--- config.mk ---
export PLATFORM = sky130hd
export DESIGN_NAME = cargador_programa_flat
export DESIGN_NICKNAME = d
export VERILOG_FILES = /design/src/rtl/cargador_programa_if.sv /design/src/rtl/cargador_programa.sv /design/src/flat_wrapper.sv
export SDC_FILE = /design/constraint.sdc
export NUM_CORES = 1
export LEC_CHECK = 0
export BUFFER_PORTS_ARGS = -buffer_cell sky130_fd_sc_hd__buf_4
export CELL_PAD_IN_SITES_DETAIL_PLACEMENT = 1
export CELL_PAD_IN_SITES_GLOBAL_PLACEMENT = 2
export CORE_ASPECT_RATIO = 0.5
export CORE_MARGIN = 2
export CORE_UTILIZATION = 33
export DETAILED_ROUTE_END_ITERATION = 16
export HOLD_SLACK_MARGIN = 0.03
export PLACE_DENSITY = 0.79
export SYNTH_ARGS = -nofsm -noshare
export SYNTH_HDL_FRONTEND = slang
export SYNTH_SLANG_ARGS = --single-unit
--- constraint.sdc ---
create_clock -name clk -period 3.7 [get_ports clk]
set_input_delay 0.37 -clock clk [delete_from_list [all_inputs] [get_ports clk]]
set_output_delay 0.37 -clock clk [all_outputs]
set_load 0.01 [all_outputs]
--- src/rtl/cargador_programa_if.sv ---
// Byte-stream input and instruction-memory write port of the program loader.
// master = loader side (consumes bytes, drives the memory write).
interface cargador_programa_if #(
    parameter int ADDR_W = 10
);
    logic [7:0]        rx_dato;
    logic              rx_valido;
    logic              mem_escribir;
    logic [ADDR_W-1:0] mem_direccion;
    logic [31:0]       mem_dato;

    modport master (
        input  rx_dato, rx_valido,
        output mem_escribir, mem_direccion, mem_dato
    );

    modport slave (
        output rx_dato, rx_valido,
        input  mem_escribir, mem_direccion, mem_dato
    );
endinterface

--- src/rtl/cargador_programa.sv ---
// Program loader: parses A5/len/data/chk frames, writes big-endian words into
// instruction memory, holds the CPU while loading and reports checksum/length/timeout errors.
module cargador_programa #(
    parameter int         ADDR_W      = 10,
    parameter logic [7:0] START_BYTE  = 8'hA5,
    parameter int         TIMEOUT_CYC = 100000
) (
    input  logic              clk,
    input  logic              reset,
    cargador_programa_if.master bus,
    output logic              cpu_detener,
    output logic              carga_lista,
    output logic              error,
    output logic [1:0]        codigo_error,
    output logic [ADDR_W:0]   palabras
);
    localparam int               CNT_W     = $clog2(TIMEOUT_CYC);
    localparam logic [CNT_W-1:0] CNT_FIN   = CNT_W'(TIMEOUT_CYC - 2);
    localparam logic [CNT_W-1:0] CNT_UNO   = CNT_W'(1);
    localparam logic [16:0]      CAPACIDAD = 17'(1 << ADDR_W);
    localparam logic [ADDR_W:0]  PAL_UNO   = (ADDR_W+1)'(1);

    typedef enum logic [2:0] {IDLE, LEN_HI, LEN_LO, DATOS, CHECK, LISTO, ERROR} estado_t;

    estado_t          estado, estado_sig;
    logic [7:0]       len_hi;
    logic [15:0]      longitud;
    logic [7:0]       checksum;
    logic [23:0]      ensamble;
    logic [1:0]       byte_idx;
    logic [CNT_W-1:0] cnt;
    logic [1:0]       codigo_sig;
    logic [15:0]      n_rx;
    logic             inicio, expira, ultima, activo;

    assign inicio = bus.rx_valido && (bus.rx_dato == START_BYTE);
    // A byte arriving on the expiry cycle is consumed instead of timing out.
    assign expira = !bus.rx_valido && (cnt == CNT_FIN);
    assign n_rx   = {len_hi, bus.rx_dato};
    assign ultima = (17'(palabras) + 17'd1) == {1'b0, longitud};
    assign activo = estado inside {LEN_HI, LEN_LO, DATOS, CHECK};

    always_ff @(posedge clk or posedge reset) begin
        if (reset) estado <= IDLE;
        else       estado <= estado_sig;
    end

    always_comb begin
        estado_sig = estado;
        codigo_sig = 2'b00;
        case (estado)
            IDLE, LISTO, ERROR: if (inicio) estado_sig = LEN_HI;
            LEN_HI: if (bus.rx_valido) estado_sig = LEN_LO;
            LEN_LO: if (bus.rx_valido) begin
                if ({1'b0, n_rx} > CAPACIDAD) begin
                    estado_sig = ERROR;
                    codigo_sig = 2'b01;
                end else if (n_rx == 16'd0) begin
                    estado_sig = CHECK;
                end else begin
                    estado_sig = DATOS;
                end
            end
            DATOS: if (bus.rx_valido && byte_idx == 2'd3 && ultima) estado_sig = CHECK;
            CHECK: if (bus.rx_valido) begin
                if (bus.rx_dato == checksum) begin
                    estado_sig = LISTO;
                end else begin
                    estado_sig = ERROR;
                    codigo_sig = 2'b10;
                end
            end
            default: estado_sig = IDLE;
        endcase
        if (activo && expira) begin
            estado_sig = ERROR;
            codigo_sig = 2'b11;
        end
    end

    always_ff @(posedge clk or posedge reset) begin
        if (reset) begin
            bus.mem_escribir  <= 1'b0;
            bus.mem_direccion <= '0;
            bus.mem_dato      <= '0;
            cpu_detener       <= 1'b0;
            carga_lista       <= 1'b0;
            error             <= 1'b0;
            codigo_error      <= 2'b00;
            palabras          <= '0;
            len_hi            <= '0;
            longitud          <= '0;
            checksum          <= '0;
            ensamble          <= '0;
            byte_idx          <= '0;
            cnt               <= '0;
        end else begin
            bus.mem_escribir <= 1'b0;
            cnt <= (activo && !bus.rx_valido) ? cnt + CNT_UNO : '0;
            case (estado)
                IDLE, LISTO, ERROR: if (inicio) begin
                    cpu_detener  <= 1'b1;
                    carga_lista  <= 1'b0;
                    error        <= 1'b0;
                    codigo_error <= 2'b00;
                    palabras     <= '0;
                    checksum     <= '0;
                    byte_idx     <= '0;
                end
                LEN_HI: if (bus.rx_valido) len_hi <= bus.rx_dato;
                LEN_LO: if (bus.rx_valido) longitud <= n_rx;
                DATOS: if (bus.rx_valido) begin
                    ensamble <= {ensamble[15:0], bus.rx_dato};
                    checksum <= checksum ^ bus.rx_dato;
                    byte_idx <= byte_idx + 2'd1;
                    // Word complete: registered write pulse, so back-to-back words never collide.
                    if (byte_idx == 2'd3) begin
                        bus.mem_escribir  <= 1'b1;
                        bus.mem_dato      <= {ensamble, bus.rx_dato};
                        bus.mem_direccion <= palabras[ADDR_W-1:0];
                        palabras          <= palabras + PAL_UNO;
                    end
                end
                CHECK: if (bus.rx_valido && bus.rx_dato == checksum) begin
                    carga_lista <= 1'b1;
                    cpu_detener <= 1'b0;
                end
                default: ;
            endcase
            if (estado_sig == ERROR && estado != ERROR) begin
                error        <= 1'b1;
                codigo_error <= codigo_sig;
            end
        end
    end
endmodule

--- src/flat_wrapper.sv ---
// flat-port wrapper written by rule: the top's interface ports become plain ports
module cargador_programa_flat 
#(
    parameter int         ADDR_W      = 10,
    parameter logic [7:0] START_BYTE  = 8'hA5,
    parameter int         TIMEOUT_CYC = 100000
)
  (clk, reset, cpu_detener, carga_lista, error, codigo_error, palabras, bus_rx_dato, bus_rx_valido, bus_mem_escribir, bus_mem_direccion, bus_mem_dato);
  cargador_programa_if #(.ADDR_W(ADDR_W)) bus_i ();
  input  logic clk;
  input  logic reset;
  output logic cpu_detener;
  output logic carga_lista;
  output logic error;
  output logic [1:0] codigo_error;
  output logic [ADDR_W:0] palabras;
  input wire logic [$bits(bus_i.rx_dato)-1:0] bus_rx_dato;
  input wire logic [$bits(bus_i.rx_valido)-1:0] bus_rx_valido;
  output wire logic [$bits(bus_i.mem_escribir)-1:0] bus_mem_escribir;
  output wire logic [$bits(bus_i.mem_direccion)-1:0] bus_mem_direccion;
  output wire logic [$bits(bus_i.mem_dato)-1:0] bus_mem_dato;
  assign bus_i.rx_dato = bus_rx_dato;
  assign bus_i.rx_valido = bus_rx_valido;
  assign bus_mem_escribir = bus_i.mem_escribir;
  assign bus_mem_direccion = bus_i.mem_direccion;
  assign bus_mem_dato = bus_i.mem_dato;
  cargador_programa #(.ADDR_W(ADDR_W), .START_BYTE(START_BYTE), .TIMEOUT_CYC(TIMEOUT_CYC)) u_core (.clk(clk), .reset(reset), .bus(bus_i), .cpu_detener(cpu_detener), .carga_lista(carga_lista), .error(error), .codigo_error(codigo_error), .palabras(palabras));
endmodule
Word level (Yosys, flattened, before mapping)
Cells that the tools add are included.
Word-level totals
  input bits: 11
  output and inout bits: 59
  register bits after elaboration: 137
Operators by class
  magnitude comparators: 1
  equal/unequal tests: 17
  bitwise logic cells: 1
  $add $sub $neg: 4
  mux-type cells: 40
  reduce and logical (&&, ||, !) cells: 25
Operators by type and width (count)
  11-bit two-way mux: 3
  3-bit two-way mux: 8
  11-bit one-hot mux with 2 select lines: 1
  2-bit two-way mux: 9
  17-bit by 1-bit adder with 17-bit output (second input constant): 1
  17-bit by 16-bit equality test with 1-bit output: 1
  17-bit equality test (second input constant): 1
  17-bit two-way mux: 1
  16-bit by 11-bit greater-than comparator with 1-bit output (second input constant): 1
  16-bit zero test: 1
  8-bit two-way mux: 2
  8-bit one-hot mux with 2 select lines: 1
  3-bit one-hot mux with 5 select lines: 1
  11-bit by 1-bit adder with 12-bit output (second input constant): 1
  3-bit equality test (second input constant): 4
  11-bit by 1-bit adder with 11-bit output (second input constant): 1
  1-bit two-way mux: 10
  3-bit AND reduction: 3
  8-bit equality test: 1
  8-bit equality test (second input constant): 1
  1-bit logical AND: 8
  2-bit one-hot mux with 2 select lines: 2
  2-bit AND reduction: 4
  2-bit nonzero test: 4
  14 further kinds: 18

Logic depth before layout (Yosys ltp)
  depth in word-level cells: 10
  depth in mapped cells: 8

Worst setup path after synthesis
No wires, ideal clock.
  path type: input to register
  start point: in bus_rx_dato[0]
  end point: reg u_core.codigo_error[1]
  library setup time: 0.126 ns
  arrival: 2.301 ns
  path slack: 1.273 ns
  data required time: 3.574 ns
  path buffers: 1
  stages on the path: 7
  cells stage by stage: clkbuf_1 -> or4_1 -> nor4_4 -> mux2i_1 -> a211oi_2 -> a221o_2 -> a311o_1
On the way
  longest elaborated chain between the ends: 10
  elaborated cells on any way between the ends: 23
  classes of those cells: 1 x order compare; 3 x eq/ne; 13 x mux; 6 x reduce/logical
RTL lines
  from (decl): RTL line flat_wrapper.sv:17  | input wire logic [$bits(bus_i.rx_dato)-1:0] bus_rx_dato;
  branches (longest 10 deep; another with 16-bit by 11-bit greater-than comparator with 1-bit output)
  to (signal assigned): RTL line cargador_programa.sv:132  | codigo_error <= codigo_sig;
  to (decl): RTL line cargador_programa.sv:14  | output logic [1:0] codigo_error,
Parallel ways; which one is timed is not known.
A chain may end at the register's enable or synchronous reset.

Final worst setup path
  start point: reg u_core.palabras[0]
  end point: reg u_core.estado[1]
On the way
  longest elaborated chain between the ends: 6
RTL lines
  from (decl): RTL line cargador_programa.sv:15  | output logic [ADDR_W:0] palabras
  from (signal assigned): RTL line cargador_programa.sv:121  | palabras <= palabras + PAL_UNO;
  11-bit by 1-bit adder with 12-bit output: RTL line cargador_programa.sv:40  | assign ultima = (17'(palabras) + 17'd1) == {1'b0, longitud};
  17-bit by 16-bit equality test with 1-bit output: RTL line cargador_programa.sv:40
  1-bit logical AND: RTL line cargador_programa.sv:64  | DATOS: if (bus.rx_valido && byte_idx == 2'd3 && ultima) estado_sig = CHECK;
  3-bit two-way mux: RTL line cargador_programa.sv:64
  3-bit one-hot mux with 5 select lines: RTL line cargador_programa.sv:51  | case (estado)
  3-bit two-way mux: RTL line cargador_programa.sv:75  | if (activo && expira) begin
  via u_core.estado_sig[1]: RTL line cargador_programa.sv:25  | estado_t estado, estado_sig;
  to (signal assigned): RTL line cargador_programa.sv:45  | else estado <= estado_sig;
  to (decl): RTL line cargador_programa.sv:25
The timed path passes the listed nets, and every way through them passes these cells.

==> run_results.csv <==
group,metric,value,unit
worst_setup_path,cp_max_fo,9,
synth,syn_inst,655,
route,routed_wirelength,16.76,mm
synth,syn_nets,670,
finish,fin_nets,733,
global_routing,grt_use_total,0.1792,
route,dr.pass1.iters,4,
sta,rsz0062_at_grt,"false",
synth,yosysSeqAreaShare,0.5487,
cts,root_buffer,"clkbuf_16",
worst_setup_path,worst_ep_arrival_time,2900,ps
finish,utilization,0.4142,
floorplanning,fp.coreArea,0.01848,mm^2
synth,syn_avg_cell_area,9.540,um^2
cts,cts_setup_buffers,0,
worst_setup_path,crit_path_start_kind,"register",
power_and_ir_drop,p_per_area,629.4,mW/mm^2
job,cap_viol_max_count,0,
global_routing,overflow,0,
finish,post_route_cells_drive_above_1_share,0.2082,
synth,async_flop_share,1.000,
route,avgViaCountPerCell,4.945,
cts,numCtsBuffers,17,
sta,fin_crit_sh,0.7062,
floorplanning,die_width,198.6,um
finish,fill_cells,2124,
finish,layout_common_cells,"nand2_1, dfrtp_1, buf_4",
placed_design,postPlaceCellArea,0.007028,mm^2
synth,ys_warn_count,0,
synth,synth_area,0.006248,mm^2
global_routing,grt_pass1_vias,5075,
cts,h-tree-depth,4,
cts,cts_tree,"built",
worst_setup_path,path_class,"reg2reg",
finish,num_antenna_cells,0,
floorplanning,die-area,0.02012,mm^2
sta,period_needed,2613,ps
finish,final_common_cell,"nand2_1",
sta,fin_ws,1087,ps
sta,setup_viol,0,
run_status,outcome,"finished, final reports clean",
route,dr.first_iter.drc_count,262,
floorplanning,initial_core_util,0.3381,
global_routing,grt_max_degree,103,
cts,cts.path.max_buffers,2,
cts,cts_sinks,137,
sta,worst_pin_slew,831.8,ps
sta,hold_viol,0,
min_path,min_path_type,"in2async",
cts,post_cts_resized,0,
placed_design,pre_cts_ws,1085,ps
global_routing,grt_pass1_wl,27.92,mm
worst_setup_path,cp-startpoint,"u_core.palabras[0]",
floorplanning,row_count,35,
cts,hold_buffers,0,
finish,areaGrowthSynthToFinish,22.51,%
route,drc,0,
route,wl_per_cell,16.95,um
power_and_ir_drop,vdd_drop_max,0.3477,mV
sta,clock_skew,9.591,ps
cts,clk_latency,420,ps
floorplanning,pin_count,70,
worst_setup_path,critical_path_required,3980,ps
placed_design,globalplace.congestion,0.8162,
synth,ys_types,58,
sta,fmax,382.7,MHz
power_and_ir_drop,leakage,3.721,nW
worst_setup_path,worstSetupEndpointType,"register",
floorplanning,die_h,101.3,um
cts,path_clk_slew,60,ps
sta,slew_violations,0,
finish,final_area,0.007655,mm^2
sta,hold_slack,107.3,ps
placed_design,dpl.hpwl,11.14,mm
worst_setup_path,reg2reg_from,"u_core.palabras[0]",
sta,setup-tns-final,0,ps
route,postRouteAntennaNets,0,
placed_design,port-buffer-count,69,
synth,synthFlopType,"dfrtp_1",
synth,synth_seq_cells,137,
global_routing,antenna_found_initial,0,
sta,max-slew-margin-rel,0.4443,
route,route.vias.total,4891,
synth,synth_edf_count,0,
## state kept, by name, summed over array words and instances (netlist names), 2 cells and up
name and cells:
u_core.estado 3, u_core.cnt 17, u_core.checksum 8, u_core.ensamble 24
u_core.byte_idx 2, u_core.bus.mem_dato 32, u_core.bus.mem_direccion 10, u_core.longitud 16
u_core.palabras 11, u_core.codigo_error 2, u_core.len_hi 8
## layer usage
layer | vias up | track usage | share of wire
li1 | 2323 | - | -
met5 | - | 0 | 0
met2 | 67 | 0.2803 | 0.45
met3 | 8 | 0.03929 | 0.034
met4 | 0 | 0.04133 | 0.0064
met1 | 2493 | 0.2556 | 0.51
## worst paths after layout
check,endpoint,cells past startpoint,slack (ps)
setup / recovery,u_core.estado[1],7,1090
hold / removal,u_core.cnt[4],2,110
setup reg to reg,u_core.estado[1],7,1090
hold reg to reg,u_core.bus.mem_direccion[6],2,470
max in group asynchronous,u_core.palabras[8],3,2610
min in group clk,u_core.bus.mem_dato[3],3,230
## synthesized netlist by cell type, types with 3 or more instances
| library cell | count | area [um^2] |
|---|---|---|
| a21oi_1 | 14 | 70.07 |
| a31o_2 | 3 | 26.28 |
| a31oi_1 | 6 | 37.54 |
| and3_1 | 4 | 25.02 |
| buf_2 | 6 | 30.03 |
| clkbuf_1 | 22 | 82.58 |
| dfrtp_1 | 137 | 3428 |
| ha_1 | 4 | 50.05 |
| inv_1 | 8 | 30.03 |
| mux2_2 | 24 | 270.3 |
| mux2i_1 | 4 | 40.04 |
| nand2_1 | 220 | 825.8 |
| nand2b_1 | 3 | 18.77 |
| nand3_1 | 17 | 85.08 |
| nand3b_1 | 3 | 22.52 |
| nand4_1 | 8 | 50.05 |
| nor2_1 | 37 | 138.9 |
| nor3_1 | 6 | 30.03 |
| nor4_1 | 6 | 37.54 |
| o21ai_0 | 39 | 195.2 |
| o31ai_1 | 3 | 22.52 |
| or3_1 | 8 | 50.05 |
| xnor2_1 | 8 | 70.07 |
| xor2_1 | 22 | 192.7 |
## per-stage QoR
step | cells | total power [W]
2_1_floorplan | 655 | 0.002708
3_3_place_gp | 958 | 0.002967
3_5_place_dp | 958 | 0.003011
4_1_cts | 989 | 0.004879
5_1_grt | 989 | 0.005084
6_report | 989 | 0.004818
## cell type report
class	count	area, um^2	area share
clock buffers	20	456.7	0.05966
flip-flops and latches	137	3428	0.4479
repair buffers	76	583.1	0.07617
well taps	259	324.1	0.04233
inverters	9	37.54	0.004904
clock inverters	11	170.2	0.02223
multi-input cells	477	2655	0.3468
## cell families after synthesis
logic type	Yosys count	synth area share
AOI/OAI and AO/OA	80	0.07770
xor gates and xnor gates	30	0.04205
muxes	28	0.04966
and+or+nand+nor	335	0.2467
buffers and inverters	41	0.02723
adders and majority gates	4	0.008010
DFF	137	0.5487
## power by group
part / internal, W / leakage, nW / switching, W
clock: 0.00116 / 0.298 / 0.000671
sequential: 0.00180 / 1.83 / 0.000342
combinational: 0.000390 / 1.59 / 0.000451
## worst max-delay path, stage by stage, from the launching register on
cell,delay [ps]
dfrtp_1,510
ha_1,320
and2_1,320
nand4_2,170
xnor2_1,170
or4b_1,530
nor4_2,320
o211ai_1,130
No activity file was read; power rests on OpenSTA's default activity.
